File: config.mk
export PLATFORM = sky130hd
export DESIGN_NAME = output_bus_arbiter_flat
export DESIGN_NICKNAME = d
export VERILOG_FILES = /design/src/rtl/output_bus_arbiter_pkg.sv /design/src/rtl/output_bus_arbiter_if.sv /design/src/rtl/output_bus_arbiter_picker.sv /design/src/rtl/output_bus_arbiter.sv /design/src/flat_wrapper.sv
export SDC_FILE = /design/constraint.sdc
export NUM_CORES = 1
export LEC_CHECK = 0
export BUFFER_PORTS_ARGS = -buffer_cell sky130_fd_sc_hd__buf_2
export CAP_MARGIN = 25
export CORE_AREA = 3 3 62 52
export CTS_BUF_LIST = sky130_fd_sc_hd__clkbuf_4 sky130_fd_sc_hd__clkbuf_8 sky130_fd_sc_hd__clkbuf_16
export CTS_CLUSTER_DIAMETER = 50
export CTS_CLUSTER_SIZE = 16
export DETAILED_ROUTE_END_ITERATION = 8
export DIE_AREA = 0 0 65 55
export PLACE_DENSITY = 0.62
export SLEW_MARGIN = 30
export SYNTH_ARGS = -nofsm -noshare
export SYNTH_HDL_FRONTEND = slang
export SYNTH_SLANG_ARGS = --single-unit
export TNS_END_PERCENT = 20
File: constraint.sdc
create_clock -name clk -period 3.1 [get_ports clk]
set_input_delay 0.62 -clock clk [delete_from_list [all_inputs] [get_ports clk]]
set_output_delay 0.62 -clock clk [all_outputs]
set_load 0.02 [all_outputs]
File: src/rtl/output_bus_arbiter_pkg.sv
// Shared definitions for the result-bus arbiter: FSM encoding, default sizing
// and the width helper used wherever an index or counter width is derived.
package out_bus_pkg;

    typedef enum logic [1:0] {
        IDLE    = 2'b00,
        GRANT   = 2'b01,
        RELEASE = 2'b10
    } arb_state_e;

    localparam int DEF_N       = 4;
    localparam int DEF_TIMEOUT = 16;

    // clog2 that never returns 0, so single-entry vectors still get one bit.
    function automatic int clog2_min1(input int value);
        return (value <= 2) ? 1 : $clog2(value);
    endfunction

endpackage

File: src/rtl/output_bus_arbiter_if.sv
// Bundle between the output wrappers and the result-bus arbiter.
// master = the arbiter (owns the grant side), slave = the wrapper side.
interface output_bus_arbiter_if #(
    parameter int N = out_bus_pkg::DEF_N
) ();
    import out_bus_pkg::*;

    localparam int IDX_W = clog2_min1(N);

    logic [N-1:0]     req;
    logic [N-1:0]     done;
    logic [N-1:0]     gnt;
    logic [IDX_W-1:0] gnt_idx;
    logic             busy;
    logic             timeout;

    modport master (
        input  req, done,
        output gnt, gnt_idx, busy, timeout
    );

    modport slave (
        output req, done,
        input  gnt, gnt_idx, busy, timeout
    );

endinterface

File: src/rtl/output_bus_arbiter_picker.sv
// Round-robin priority picker: first requester at or after ptr, wrapping to 0.
// Purely combinational so any arbiter can wrap its own state around it.
module rr_priority_picker
    import out_bus_pkg::*;
#(
    parameter  int N     = DEF_N,
    localparam int IDX_W = clog2_min1(N)
) (
    input  logic [N-1:0]     req,
    input  logic [IDX_W-1:0] ptr,
    output logic             found,
    output logic [IDX_W-1:0] winner
);

    // Two passes: indices from ptr upward, then the wrapped part below ptr.
    always_comb begin
        // NOTE: every output gets a default before any branch, so no path can infer a latch.
        found  = 1'b0;
        winner = '0;
        for (int i = 0; i < N; i++) begin
            if (!found && req[i] && (i >= int'(ptr))) begin
                found  = 1'b1;
                winner = IDX_W'(i);
            end
        end
        for (int i = 0; i < N; i++) begin
            if (!found && req[i] && (i < int'(ptr))) begin
                found  = 1'b1;
                winner = IDX_W'(i);
            end
        end
    end

endmodule

File: src/rtl/output_bus_arbiter.sv
// Round-robin owner of the shared result bus. A grant is held until the owner
// reports done, drops its request, or exceeds TIMEOUT cycles; every release is
// followed by one bus-turnaround cycle with no grant.
module output_bus_arbiter
    import out_bus_pkg::*;
#(
    parameter int N       = DEF_N,
    parameter int TIMEOUT = DEF_TIMEOUT
) (
    input logic                 clk,
    input logic                 rst,
    output_bus_arbiter_if.master bus
);

    localparam int IDX_W  = clog2_min1(N);
    localparam int HOLD_W = clog2_min1(TIMEOUT + 1);

    localparam logic [HOLD_W-1:0] HOLD_LAST = (TIMEOUT == 0) ? '0 : HOLD_W'(TIMEOUT - 1);
    localparam logic [IDX_W-1:0]  LAST_IDX  = IDX_W'(N - 1);

    arb_state_e        state_q, state_d;
    logic [N-1:0]      gnt_q, gnt_d;
    logic [IDX_W-1:0]  idx_q, idx_d;
    logic [IDX_W-1:0]  ptr_q, ptr_d;
    logic [HOLD_W-1:0] hold_q, hold_d;
    logic              busy_q, busy_d;
    logic              to_q, to_d;

    logic              found;
    logic [IDX_W-1:0]  winner;
    logic              rel_done, rel_drop, rel_time;

    rr_priority_picker #(.N(N)) u_picker (
        .req    (bus.req),
        .ptr    (ptr_q),
        .found  (found),
        .winner (winner)
    );

    // Next-state and next-output logic; only the owner's req/done are looked at.
    always_comb begin
        state_d = state_q;
        gnt_d   = gnt_q;
        idx_d   = idx_q;
        ptr_d   = ptr_q;
        hold_d  = hold_q;
        busy_d  = busy_q;
        to_d    = 1'b0;

        rel_done = bus.done[idx_q];
        rel_drop = !bus.req[idx_q];
        rel_time = (TIMEOUT != 0) && (hold_q == HOLD_LAST);

        case (state_q)
            GRANT: begin
                if (rel_done || rel_drop || rel_time) begin
                    state_d = RELEASE;
                    gnt_d   = '0;
                    busy_d  = 1'b0;
                    ptr_d   = (idx_q == LAST_IDX) ? '0 : idx_q + 1'b1;
                    // A completed or abandoned transfer is never reported as a timeout.
                    to_d    = rel_time && !rel_done && !rel_drop;
                end else if (hold_q != '1) begin
                    hold_d = hold_q + 1'b1;
                end
            end
            default: begin
                // IDLE and RELEASE both arbitrate; RELEASE itself is the turnaround cycle.
                if (found) begin
                    state_d      = GRANT;
                    gnt_d        = '0;
                    gnt_d[winner] = 1'b1;
                    idx_d        = winner;
                    busy_d       = 1'b1;
                    hold_d       = '0;
                end else begin
                    state_d = IDLE;
                    gnt_d   = '0;
                    busy_d  = 1'b0;
                end
            end
        endcase
    end

    // State and output registers; reset clears the grant without waiting for a clock.
    always_ff @(posedge clk or posedge rst) begin
        if (rst) begin
            state_q <= IDLE;
            gnt_q   <= '0;
            idx_q   <= '0;
            ptr_q   <= '0;
            hold_q  <= '0;
            busy_q  <= 1'b0;
            to_q    <= 1'b0;
        end else begin
            // NOTE: non-blocking updates so every register samples pre-edge values.
            state_q <= state_d;
            gnt_q   <= gnt_d;
            idx_q   <= idx_d;
            ptr_q   <= ptr_d;
            hold_q  <= hold_d;
            busy_q  <= busy_d;
            to_q    <= to_d;
        end
    end

    assign bus.gnt     = gnt_q;
    assign bus.gnt_idx = idx_q;
    assign bus.busy    = busy_q;
    assign bus.timeout = to_q;

endmodule

File: src/flat_wrapper.sv
// flat-port wrapper written by rule: the top's interface ports become plain ports
module output_bus_arbiter_flat import out_bus_pkg::*;
#(
    parameter int N       = DEF_N,
    parameter int TIMEOUT = DEF_TIMEOUT
)
  (clk, rst, bus_req, bus_done, bus_gnt, bus_gnt_idx, bus_busy, bus_timeout);
  output_bus_arbiter_if #(.N(N)) bus_i ();
  input logic clk;
  input logic rst;
  input wire logic [$bits(bus_i.req)-1:0] bus_req;
  input wire logic [$bits(bus_i.done)-1:0] bus_done;
  output wire logic [$bits(bus_i.gnt)-1:0] bus_gnt;
  output wire logic [$bits(bus_i.gnt_idx)-1:0] bus_gnt_idx;
  output wire logic [$bits(bus_i.busy)-1:0] bus_busy;
  output wire logic [$bits(bus_i.timeout)-1:0] bus_timeout;
  assign bus_i.req = bus_req;
  assign bus_i.done = bus_done;
  assign bus_gnt = bus_i.gnt;
  assign bus_gnt_idx = bus_i.gnt_idx;
  assign bus_busy = bus_i.busy;
  assign bus_timeout = bus_i.timeout;
  output_bus_arbiter #(.N(N), .TIMEOUT(TIMEOUT)) u_core (.clk(clk), .rst(rst), .bus(bus_i));
endmodule
==> impl_metrics.json, run 1 <==
{
  "clk_path_buf_depth": 2,
  "final_cell_mix": "buf_2, dfrtp_1, nand2b_1, nand2_1, inv_1",
  "rsz0062_at_grt": "false",
  "reg2reg_to": "u_core.hold_q[3]$_DFFE_PP0P_",
  "antennaDiodeCount": 0,
  "setup_tns_ps": 0,
  "wl_per_cell_um": 12.2,
  "utilization_pct": 40.2,
  "grt_pass1_vias": 708,
  "vias_per_cell": 4.87,
  "netlist.area_leader.share_pct": 43.5,
  "ys_top_cells_by_area": "dfrtp_1, ha_1, nand2b_1",
  "io_pins": 18,
  "p_per_area_nw_per_um2": 831,
  "overflow": 0,
  "p_leak_nw": 0.549,
  "final_common_cell": "buf_2",
  "drt_iter0_markers": 6,
  "worst_pin_slew_ps": 586,
  "postCtsSetupBuffers": 0,
  "required_ps": 3260,
  "synth_top_flop_cell": "dfrtp_1",
  "path_cells": "ha_1 > and3_1 > ha_1 > or4_1 > o211ai_1 > o31ai_1",
  "first_pass_iters": 5,
  "finalPower_mw": 0.902,
  "nNetsFinal": 120,
  "grt_use_total_pct": 11.7,
  "synth_cell_type_count": 32,
  "coreArea_um2": 2700,
  "worst_setup_path_start_kind": "flop",
  "endpoint_kind": "flop",
  "grt_first_pass_wirelength_mm": 3.13,
  "crit_path_max_incr_delay_ps": 520,
  "ys_seq_area_share_pct": 43.5,
  "ant_nets": 0,
  "cts_buffers": 3,
  "dieArea_um2": 3580,
  "grt_start_max_net_pins": 17,
  "cts-root-buf": "clkbuf_4",
  "syn_area_um2": 921,
  "drcViolationCount": 0,
  "layout.area.seq_um2": 400,
  "cts.hold.buffers_added": 0,
  "die_w_um": 65,
  "postSynthCellCount": 85,
  "synth_nets": 99,
  "antenna_found_initial": 0,
  "hpwl_mm": 1.45,
  "reg2reg_slack_ps": 1110,
  "drv_cap": 0,
  "h-tree-depth": 1,
  "rows": 17,
  "finalCritPeriodShare_pct": 64.2,
  "layout-drive-gt1-share_pct": 27.6,
  "r2r-start": "u_core.hold_q[0]$_DFFE_PP0P_",
  "fmax_mhz": 503,
  "yosys_warnings": 0,
  "synth_enable_flop_cells": 0,
  "clk_latency_ps": 280,
  "start_util_pct": 34.1,
  "yosys.area.top_type": "dfrtp_1",
  "crit_top_cell": "ha_1",
  "r2r_cells": 6,
  "cts_tree": "yes",
  "hold_path.class": "input pin to asynchronous set/reset pin",
  "synth-seq-cells": 16,
  "critPathKind": "flop to flop",
  "gp_congestion": 0.724,
  "finalSetupViolations": 0,
  "drv_slew": 0,
  "multi_input_area_um2": 494,
  "cpMaxStageDelayCell": "or4_1",
  "slew_headroom_pct": 60.9,
  "vdd_ir_drop_max_v": 0.000332,
  "cts.clk_slew.worst_paths_ps": 90,
  "synthArstFlopShare_pct": 100,
  "cp_max_fo": 5,
  "arrival_ps": 2150,
  "cts-resized-gates": 0,
  "avgSynthCellArea_um2": 10.8,
  "status": "finished, final reports clean",
  "hold_viol": 0,
  "clkSinkCount": 16,
  "vias": 697,
  "die_h_um": 55,
  "wirelength_mm": 1.74,
  "fin_skew_ps": 4.53,
  "min_period_ps": 1990,
  "nFillCells": 271,
  "portBuffers": 17,
  "syn_to_final_growth_pct": 17.9
}
[kinds of logic (layout without fill, tap and decap cells)]
logic type / after synthesis / in the layout / share of synthesized area (%)
AOI/OAI and AO/OA: 17 / 17 / 14.8
adders and majority gates: 4 / 4 / 5.43
buffers and inverters: 7 / 27 / 2.85
DFF: 16 / 16 / 43.5
muxes: 8 / 8 / 12.5
and+or+nand+nor: 33 / 33 / 20.9
[stage by stage]
step / worst slack, ps / area [µm²] / hold slack (ps) / cells
detailed placement: 1050 / 1050 / 477 / 139
floorplan: 1180 / 921 / 444 / 85
CTS: 1090 / 1090 / 403 / 143
global route: 970 / 1090 / 425 / 143
finish: 1110 / 1090 / 384 / 143
global placement: 1080 / 1050 / 467 / 139
[worst max path at each step]
stage | startpoint | endpoint | slack [ps] | depth (start not counted)
floorplan | u_core.hold_q[0]$_DFFE_PP0P_ | u_core.hold_q[3]$_DFFE_PP0P_ | 1180 | 6
CTS | u_core.hold_q[0]$_DFFE_PP0P_ | u_core.hold_q[3]$_DFFE_PP0P_ | 1090 | 6
global route | u_core.hold_q[0]$_DFFE_PP0P_ | u_core.hold_q[3]$_DFFE_PP0P_ | 970 | 6
global placement | bus_done[3] | u_core.ptr_q[0]$_DFFE_PP0P_ | 1080 | 5
detailed placement | bus_done[3] | u_core.ptr_q[0]$_DFFE_PP0P_ | 1050 | 5
finish | u_core.hold_q[0]$_DFFE_PP0P_ | u_core.hold_q[3]$_DFFE_PP0P_ | 1110 | 6
[Yosys cell counts, drive strengths merged (2+ instances only)]
library cell  number
a22o               2
nand2              8
nand3              2
nor2               2
ha                 4
nor2b              5
mux2i              4
mux4               2
nand2b             8
dfrtp             16
nor3               3
o21ai              2
inv                6
a21oi              2
and3               2
o2bb2ai            2
mux2               2
[sequential cells by signal, indices dropped and copies added (netlist names)]
| signal | cells |
|---|---|
| u_core.bus.gnt_idx | 2 |
| u_core.bus.gnt | 4 |
| u_core.bus.timeout | 1 |
| u_core.state_q | 2 |
| u_core.ptr_q | 2 |
| u_core.hold_q | 5 |
[power by group]
part / leakage [nW] / switching, mW / internal, mW
Sequential: 0.208 / 0.0689 / 0.278
Clock: 0.0210 / 0.0616 / 0.0714
Combinational: 0.319 / 0.231 / 0.192
[area by class of cell]
cell class              count  area share, %
multi-input cells          62           45.5
clock buffers               4           3.34
flip-flops and latches     16           36.9
well taps                  38           4.38
inverters                   6           2.07
repair buffers             17           7.83
[routing by layer]
metal	up-vias	share of wire [%]	track usage, %
li1	343	-	-
met4	0	0.57	3.16
met1	338	47	13.7
met2	14	48	20.7
met3	2	4.6	4.24
met5	-	0	0
[worst max-delay path: cells and delay by family, from the launching register on]
kind            cells  cell delay (ps)
compound gates      2              260
fa+ha+maj           2              490
flops               1              410
simple gates        2              710
Note: power is estimated with default switching activity, not from simulation.
==> inputs of run 2 (changes only) <==
--- a/config.mk
+++ b/config.mk
@@ -5,15 +5,16 @@
 export SDC_FILE = /design/constraint.sdc
 export NUM_CORES = 1
 export LEC_CHECK = 0
+export ABC_AREA = 1
 export BUFFER_PORTS_ARGS = -buffer_cell sky130_fd_sc_hd__buf_2
 export CAP_MARGIN = 25
-export CORE_AREA = 3 3 62 52
+export CORE_AREA = 3 3 64 54
 export CTS_BUF_LIST = sky130_fd_sc_hd__clkbuf_4 sky130_fd_sc_hd__clkbuf_8 sky130_fd_sc_hd__clkbuf_16
 export CTS_CLUSTER_DIAMETER = 50
 export CTS_CLUSTER_SIZE = 16
 export DETAILED_ROUTE_END_ITERATION = 8
-export DIE_AREA = 0 0 65 55
-export PLACE_DENSITY = 0.62
+export DIE_AREA = 0 0 67 57
+export PLACE_DENSITY = 0.64
 export SLEW_MARGIN = 30
 export SYNTH_ARGS = -nofsm -noshare
 export SYNTH_HDL_FRONTEND = slang
==> constraint.sdc (replaced) <==
create_clock -name clk -period 1.8 [get_ports clk]
set_input_delay 0.36 -clock clk [delete_from_list [all_inputs] [get_ports clk]]
set_output_delay 0.36 -clock clk [all_outputs]
set_load 0.02 [all_outputs]
==> run 2 against run 1 <==
  * Fmax is 19% higher
  * Critical path type unchanged
  * Combinational power up 110%
  * Count of clock-buffer cells in the layout is 1 lower
  * Largest power group unchanged
  * Critical endpoint is now u_core.hold_q[1]$_DFFE_PP0P_
  * Synthesized cell count grew 42%
==> impl_metrics.json, run 2 <==
{
  "hold_viol": 0,
  "clkSinkCount": 16,
  "drv_cap": 0,
  "setup_tns_ps": 0,
  "io_pins": 18,
  "antennaDiodeCount": 0,
  "postSynthCellCount": 121,
  "coreArea_um2": 2810,
  "fin_ws_ps": 122,
  "cp_max_fo": 6,
  "grt_first_pass_wirelength_mm": 3.48,
  "grt_use_total_pct": 12.1,
  "vias_per_cell": 4.64,
  "portBuffers": 17,
  "synth_xor_area_share_pct": 0.886,
  "syn_to_final_growth_pct": 17.5,
  "drt_iter0_markers": 29,
  "slew_headroom_pct": 60.2,
  "cts.clk_slew.worst_paths_ps": 60,
  "yosys_warnings": 0,
  "cts-root-buf": "clkbuf_8",
  "antenna_found_initial": 0,
  "synth_cell_type_count": 25,
  "min_period_ps": 1680,
  "synth_top_family_by_area": "simple AND/OR/NAND/NOR gates",
  "fmax_mhz": 596,
  "final_area_um2": 1160,
  "crit_top_cell": "nand2_1",
  "p_leak_nw": 0.633,
  "required_ps": 1930,
  "crit_buf_inv": 1,
  "netlist.area_leader.share_pct": 40.5,
  "rows": 17,
  "dieArea_um2": 3820,
  "cts_buffers": 3,
  "finalPower_mw": 1.76,
  "overflow": 0,
  "p_per_area_nw_per_um2": 1510,
  "h-tree-depth": 1,
  "cpMaxStageDelayCell": "dfrtp_1",
  "clk_path_buf_depth": 2,
  "synthArstFlopShare_pct": 100,
  "ys_top_cells_by_area": "dfrtp_1, nand2_1, nand3_1",
  "hold_path.class": "input pin to asynchronous set/reset pin",
  "dpl_worst_slack_ps": 84.6,
  "cts_tree": "yes",
  "nFillCells": 313,
  "cts.hold.buffers_added": 0,
  "nNetsFinal": 157,
  "arrival_ps": 1810,
  "path_cells": "ha_1 > nand2_1 > nor2_1 > ha_2 > inv_2 > nand3_4 > o21bai_4 > nand2_4 > nand2_1 > nand2_1",
  "wl_per_cell_um": 11.4,
  "die_h_um": 57,
  "drcViolationCount": 0,
  "start_util_pct": 35.2,
  "layout.area.seq_um2": 400,
  "synth_nets": 135,
  "utilization_pct": 41.4,
  "hpwl_mm": 1.67,
  "layout-drive-gt1-share_pct": 28.4,
  "synth_simple_gate_area_share_pct": 39.6,
  "ant_nets": 0,
  "largest_reg_flops": 5,
  "synth.most_common_cell": "nand2_1",
  "rsz0062_at_grt": "false",
  "synth_top_flop_cell": "dfrtp_1",
  "finalSetupViolations": 0,
  "cp_top_family": "simple AND/OR/NAND/NOR gates",
  "vdd_ir_drop_max_v": 0.000556,
  "clk_latency_ps": 240,
  "vias": 830,
  "placed_cell_area_um2": 1110,
  "registers.top_by_ff_count": "u_core.hold_q",
  "gp_congestion": 0.776,
  "synth-seq-cells": 16,
  "die_w_um": 67,
  "worst_pin_slew_ps": 596,
  "fin_skew_ps": 1.84,
  "final_cell_mix": "nand2_1, buf_2, inv_1, dfrtp_1, nand3_1",
  "endpoint_kind": "flop",
  "finalCritPeriodShare_pct": 93.2,
  "crit_path_max_incr_delay_ps": 400,
  "drv_slew": 0,
  "synthAdderAreaFrac_pct": 5.06,
  "syn_area_um2": 988,
  "critPathKind": "flop to flop",
  "status": "finished, final reports clean",
  "synth_compound_area_share_pct": 5.57,
  "first_pass_iters": 4,
  "ys_seq_area_share_pct": 40.5,
  "avgSynthCellArea_um2": 8.17,
  "multi_input_area_um2": 508,
  "synth_enable_flop_cells": 0,
  "final_common_cell": "nand2_1",
  "grt_pass1_vias": 796,
  "synth.area.mux_share_pct": 0,
  "yosys.area.top_type": "dfrtp_1",
  "grt_start_max_net_pins": 17,
  "worst_setup_path_start_kind": "flop",
  "wirelength_mm": 2.05,
  "yosys-top-cells-count": "nand2_1, inv_1, dfrtp_1, nand3_1, nor2_1"
}
[run 2: cell families after synthesis]
group / after synthesis
buffers and inverters: 20
AOI/OAI and AO/OA: 7
and+or+nand+nor: 73
xor gates and xnor gates: 1
DFF: 16
adders and majority gates: 4
[run 2: cell type report]
| cell class | count | share of cell area, % |
|---|---|---|
| Multi-Input combinational cell | 85 | 43.8 |
| Timing Repair Buffer | 18 | 7.97 |
| Inverter | 19 | 6.14 |
| Tap cell | 38 | 4.09 |
| Clock buffer | 3 | 3.56 |
| Sequential cell | 16 | 34.5 |
[run 2: worst paths after layout]
check | start | endpoint | slack (ps) | depth (start not counted)
max in group asynchronous | rst | u_core.state_q[1]$_DFFE_PP0P_ | 1240 | 2
hold / removal | rst | u_core.bus.gnt[1]$_DFFE_PP0P_ | 170 | 2
setup reg to reg | u_core.hold_q[0]$_DFFE_PP0P_ | u_core.hold_q[1]$_DFFE_PP0P_ | 120 | 10
setup / recovery | u_core.hold_q[0]$_DFFE_PP0P_ | u_core.hold_q[1]$_DFFE_PP0P_ | 120 | 10
hold reg to reg | u_core.bus.gnt[3]$_DFFE_PP0P_ | u_core.bus.gnt[3]$_DFFE_PP0P_ | 490 | 2
min in group clk | u_core.bus.gnt[3]$_DFFE_PP0P_ | u_core.bus.gnt[3]$_DFFE_PP0P_ | 490 | 2
[run 2: through the flow]
stage | instances | hold slack (ps)
after global placement | 175 | 454
after CTS | 178 | 210
after global routing | 179 | 229
after detailed placement | 175 | 468
after floorplan | 121 | 274
final | 179 | 171
[run 2: what timing repair did]
action / CTS / global route
gates resized for setup: 0 / 2
setup buffers: 0 / 1
setup endpoints to repair: 0 / 5
endpoints found under the hold margin: 0 / 0
[run 2: layer usage]
metal / track usage, % / part of all wire [%] / vias up
met5: 0 / 0 / -
met4: 3.47 / 1.2 / 0
met3: 4.13 / 4.1 / 2
met2: 18.5 / 46 / 15
met1: 16.2 / 49 / 389
li1: - / - / 424
[run 2: report_power, final]
part	switching [mW]	leakage [nW]	internal, mW
registers	0.102	0.208	0.492
logic	0.590	0.404	0.312
clock network	0.112	0.0216	0.148
==> inputs of run 3 (changes only) <==
--- a/config.mk
+++ b/config.mk
@@ -8,15 +8,16 @@
 export ABC_AREA = 1
 export BUFFER_PORTS_ARGS = -buffer_cell sky130_fd_sc_hd__buf_2
 export CAP_MARGIN = 25
-export CORE_AREA = 3 3 64 54
+export CORE_AREA = 3 3 63 53
 export CTS_BUF_LIST = sky130_fd_sc_hd__clkbuf_4 sky130_fd_sc_hd__clkbuf_8 sky130_fd_sc_hd__clkbuf_16
 export CTS_CLUSTER_DIAMETER = 50
 export CTS_CLUSTER_SIZE = 16
 export DETAILED_ROUTE_END_ITERATION = 8
-export DIE_AREA = 0 0 67 57
+export DIE_AREA = 0 0 66 56
 export PLACE_DENSITY = 0.64
 export SLEW_MARGIN = 30
 export SYNTH_ARGS = -nofsm -noshare
 export SYNTH_HDL_FRONTEND = slang
+export SYNTH_HIERARCHICAL = 1
 export SYNTH_SLANG_ARGS = --single-unit
 export TNS_END_PERCENT = 20
==> run 3 against run 2 <==
  * Register-to-register slack barely moved
  * Synthesized cell count unchanged
  * Clock power down 8.1%
  * Critical endpoint is now u_core/hold_q[4]$_DFFE_PP0P_
==> impl_metrics.json, run 3 <==
{
  "p_int_mw": 0.896,
  "grt_use_total_pct": 12.3,
  "drv_slew": 0,
  "netlist.area_leader.share_pct": 42.5,
  "min_period_ps": 1680,
  "antenna_found_initial": 0,
  "yosys_warnings": 6,
  "dp_cells": 176,
  "start_util_pct": 34.3,
  "p_sw_mw": 0.793,
  "cts_tree": "yes",
  "final_cell_mix": "nand2_1, buf_2, dfrtp_1",
  "cts_buffers": 3,
  "finalCritPeriodShare_pct": 93.5,
  "cp_max_fo": 9,
  "postSynthCellCount": 121,
  "clk_latency_ps": 290,
  "utilization_pct": 40.9,
  "yosys.area.top_type": "dfrtp_1",
  "syn_to_final_growth_pct": 19.0,
  "cts.hold.buffers_added": 0,
  "hold_ws_ps": 117,
  "p_leak_nw": 0.625,
  "wl_per_cell_um": 11.2,
  "fmax_mhz": 594,
  "antennaDiodeCount": 0,
  "coreArea_um2": 2740,
  "largest_reg_flops": 5,
  "combinationalPowerShare_pct": 50.1,
  "gp_congestion": 0.854,
  "layout.area.seq_um2": 400,
  "final_common_cell": "nand2_1",
  "arrival_ps": 1870,
  "switching_share_pct": 47.0,
  "worst_pin_slew_ps": 591,
  "io_pins": 18,
  "p_clk_share_pct": 14.1,
  "ys_seq_area_share_pct": 42.5,
  "grt_pass1_vias": 831,
  "hold_path.class": "input pin to asynchronous set/reset pin",
  "seq_power_share_pct": 35.8,
  "slew_headroom_pct": 60.5,
  "setup_tns_ps": 0,
  "finalSetupViolations": 0,
  "overflow": 0,
  "yosys-top-cells-count": "nand2_1, dfrtp_1, inv_1, nor2_1, nand3_1",
  "multi_input_area_um2": 480,
  "synth_nets": 135,
  "h-tree-depth": 1,
  "fin_ws_ps": 116,
  "clkSinkCount": 16,
  "die_h_um": 56,
  "ys_top_cells_by_area": "dfrtp_1, nand2_1, inv_1",
  "vias_per_cell": 4.78,
  "drv_cap": 0,
  "fin_skew_ps": 1.41,
  "hpwl_mm": 1.58,
  "synthArstFlopShare_pct": 100,
  "critPathKind": "flop to flop",
  "syn_area_um2": 942,
  "synth_enable_flop_cells": 0,
  "drt_iter0_markers": 40,
  "grt_first_pass_wirelength_mm": 3.52,
  "final_area_um2": 1120,
  "die_w_um": 66,
  "cts.clk_slew.worst_paths_ps": 90,
  "dpl_worst_slack_ps": 51.1,
  "first_pass_iters": 4,
  "finalNonFillerCells": 181,
  "ant_nets": 0,
  "required_ps": 1990,
  "reg2reg_slack_ps": 120,
  "synth.most_common_cell": "nand2_1",
  "drcViolationCount": 0,
  "nNetsFinal": 158,
  "status": "finished, final reports clean",
  "avgSynthCellArea_um2": 7.79,
  "clk_path_buf_depth": 2,
  "p_per_area_nw_per_um2": 1510,
  "placed_cell_area_um2": 1070,
  "finalPower_mw": 1.69,
  "vdd_ir_drop_max_v": 0.000370,
  "wirelength_mm": 2.03,
  "synth_top_flop_cell": "dfrtp_1",
  "worst_setup_path_start_kind": "flop",
  "endpoint_kind": "flop",
  "synth_cell_type_count": 19,
  "vias": 866,
  "layout-drive-gt1-share_pct": 26.6,
  "nFillCells": 279,
  "cts-root-buf": "clkbuf_4",
  "dieArea_um2": 3700,
  "synth-seq-cells": 16,
  "grt_start_max_net_pins": 17,
  "rows": 17,
  "hold_viol": 0,
  "portBuffers": 17,
  "registers.top_by_ff_count": "u_core/hold_q"
}
[run 3: cell types whose count changed after synthesis, sizes merged]
cell	previous run	this run
buf	1	0
inv	19	17
nand3	17	13
o21ai	4	5
nand2	37	41
nor2	13	16
a21oi	1	0
nand3b	2	0
nand4	3	6
o21bai	1	0
[run 3: final timing paths]
check,end,start,cells after the start
max,u_core/hold_q[4]$_DFFE_PP0P_,u_core/hold_q[0]$_DFFE_PP0P_,10
min,u_core/bus.gnt[2]$_DFFE_PP0P_,rst,2
max reg2reg,u_core/hold_q[4]$_DFFE_PP0P_,u_core/hold_q[0]$_DFFE_PP0P_,10
min reg2reg,u_core/bus.gnt[3]$_DFFE_PP0P_,u_core/bus.gnt[3]$_DFFE_PP0P_,2
max in group asynchronous,u_core/hold_q[1]$_DFFE_PP0P_,rst,2
min in group clk,u_core/bus.gnt[3]$_DFFE_PP0P_,u_core/bus.gnt[3]$_DFFE_PP0P_,2
[run 3: logic make-up (layout without fill, tap and decap cells)]
kind of cell	after synthesis	after routing	share of synthesized area, %
AND/OR/NAND/NOR	77	77	41.0
buffers and inverters	17	39	6.77
flip-flops	16	16	42.5
AO/OA/AOI/OAI	6	6	3.45
adder cells (fa/ha/maj)	4	4	5.31
XOR/XNOR	1	1	0.930
[run 3: power groups by stage]
| stage | clock, mW | combinational [mW] | sequential [mW] |
|---|---|---|---|
| global placement | 0 | 0.802 | 0.608 |
| finish | 0.239 | 0.846 | 0.604 |
| floorplan | 0 | 0.534 | 0.675 |
| detailed placement | 0 | 0.823 | 0.616 |
| CTS | 0.246 | 0.827 | 0.611 |
| global route | 0.271 | 0.963 | 0.624 |
[run 3: repair_timing]
action	CTS	global route
buffers inserted	0	1
endpoints found under the setup margin	0	10
gates resized for setup	0	2
[run 3: final cells by class]
class / instances / area share [%]
inverters: 17 / 5.69
flip-flops and latches: 16 / 35.7
clock buffers: 4 / 3.24
multi-input cells: 88 / 42.9
repair buffers: 18 / 8.26
well taps: 38 / 4.24
[run 3: worst max-delay path, cell delays in order, from the launching register on]
cell and delay (ps):
dfrtp_1 410, ha_1 220, nand2_1 80, nor2_1 60, ha_1 190, inv_2 110
nand3_2 110, nand2_4 140, nand3_4 110, nand2_1 90, nand2_1 50
[run 3: per-layer routing]
layer | vias to the layer above | routed length, µm | GRT usage (%)
met5 | - | 0 | 0
met4 | 0 | 28 | 6.96
met3 | 3 | 83 | 1.82
met2 | 25 | 1050 | 20.3
met1 | 408 | 872 | 15.1
li1 | 430 | - | -
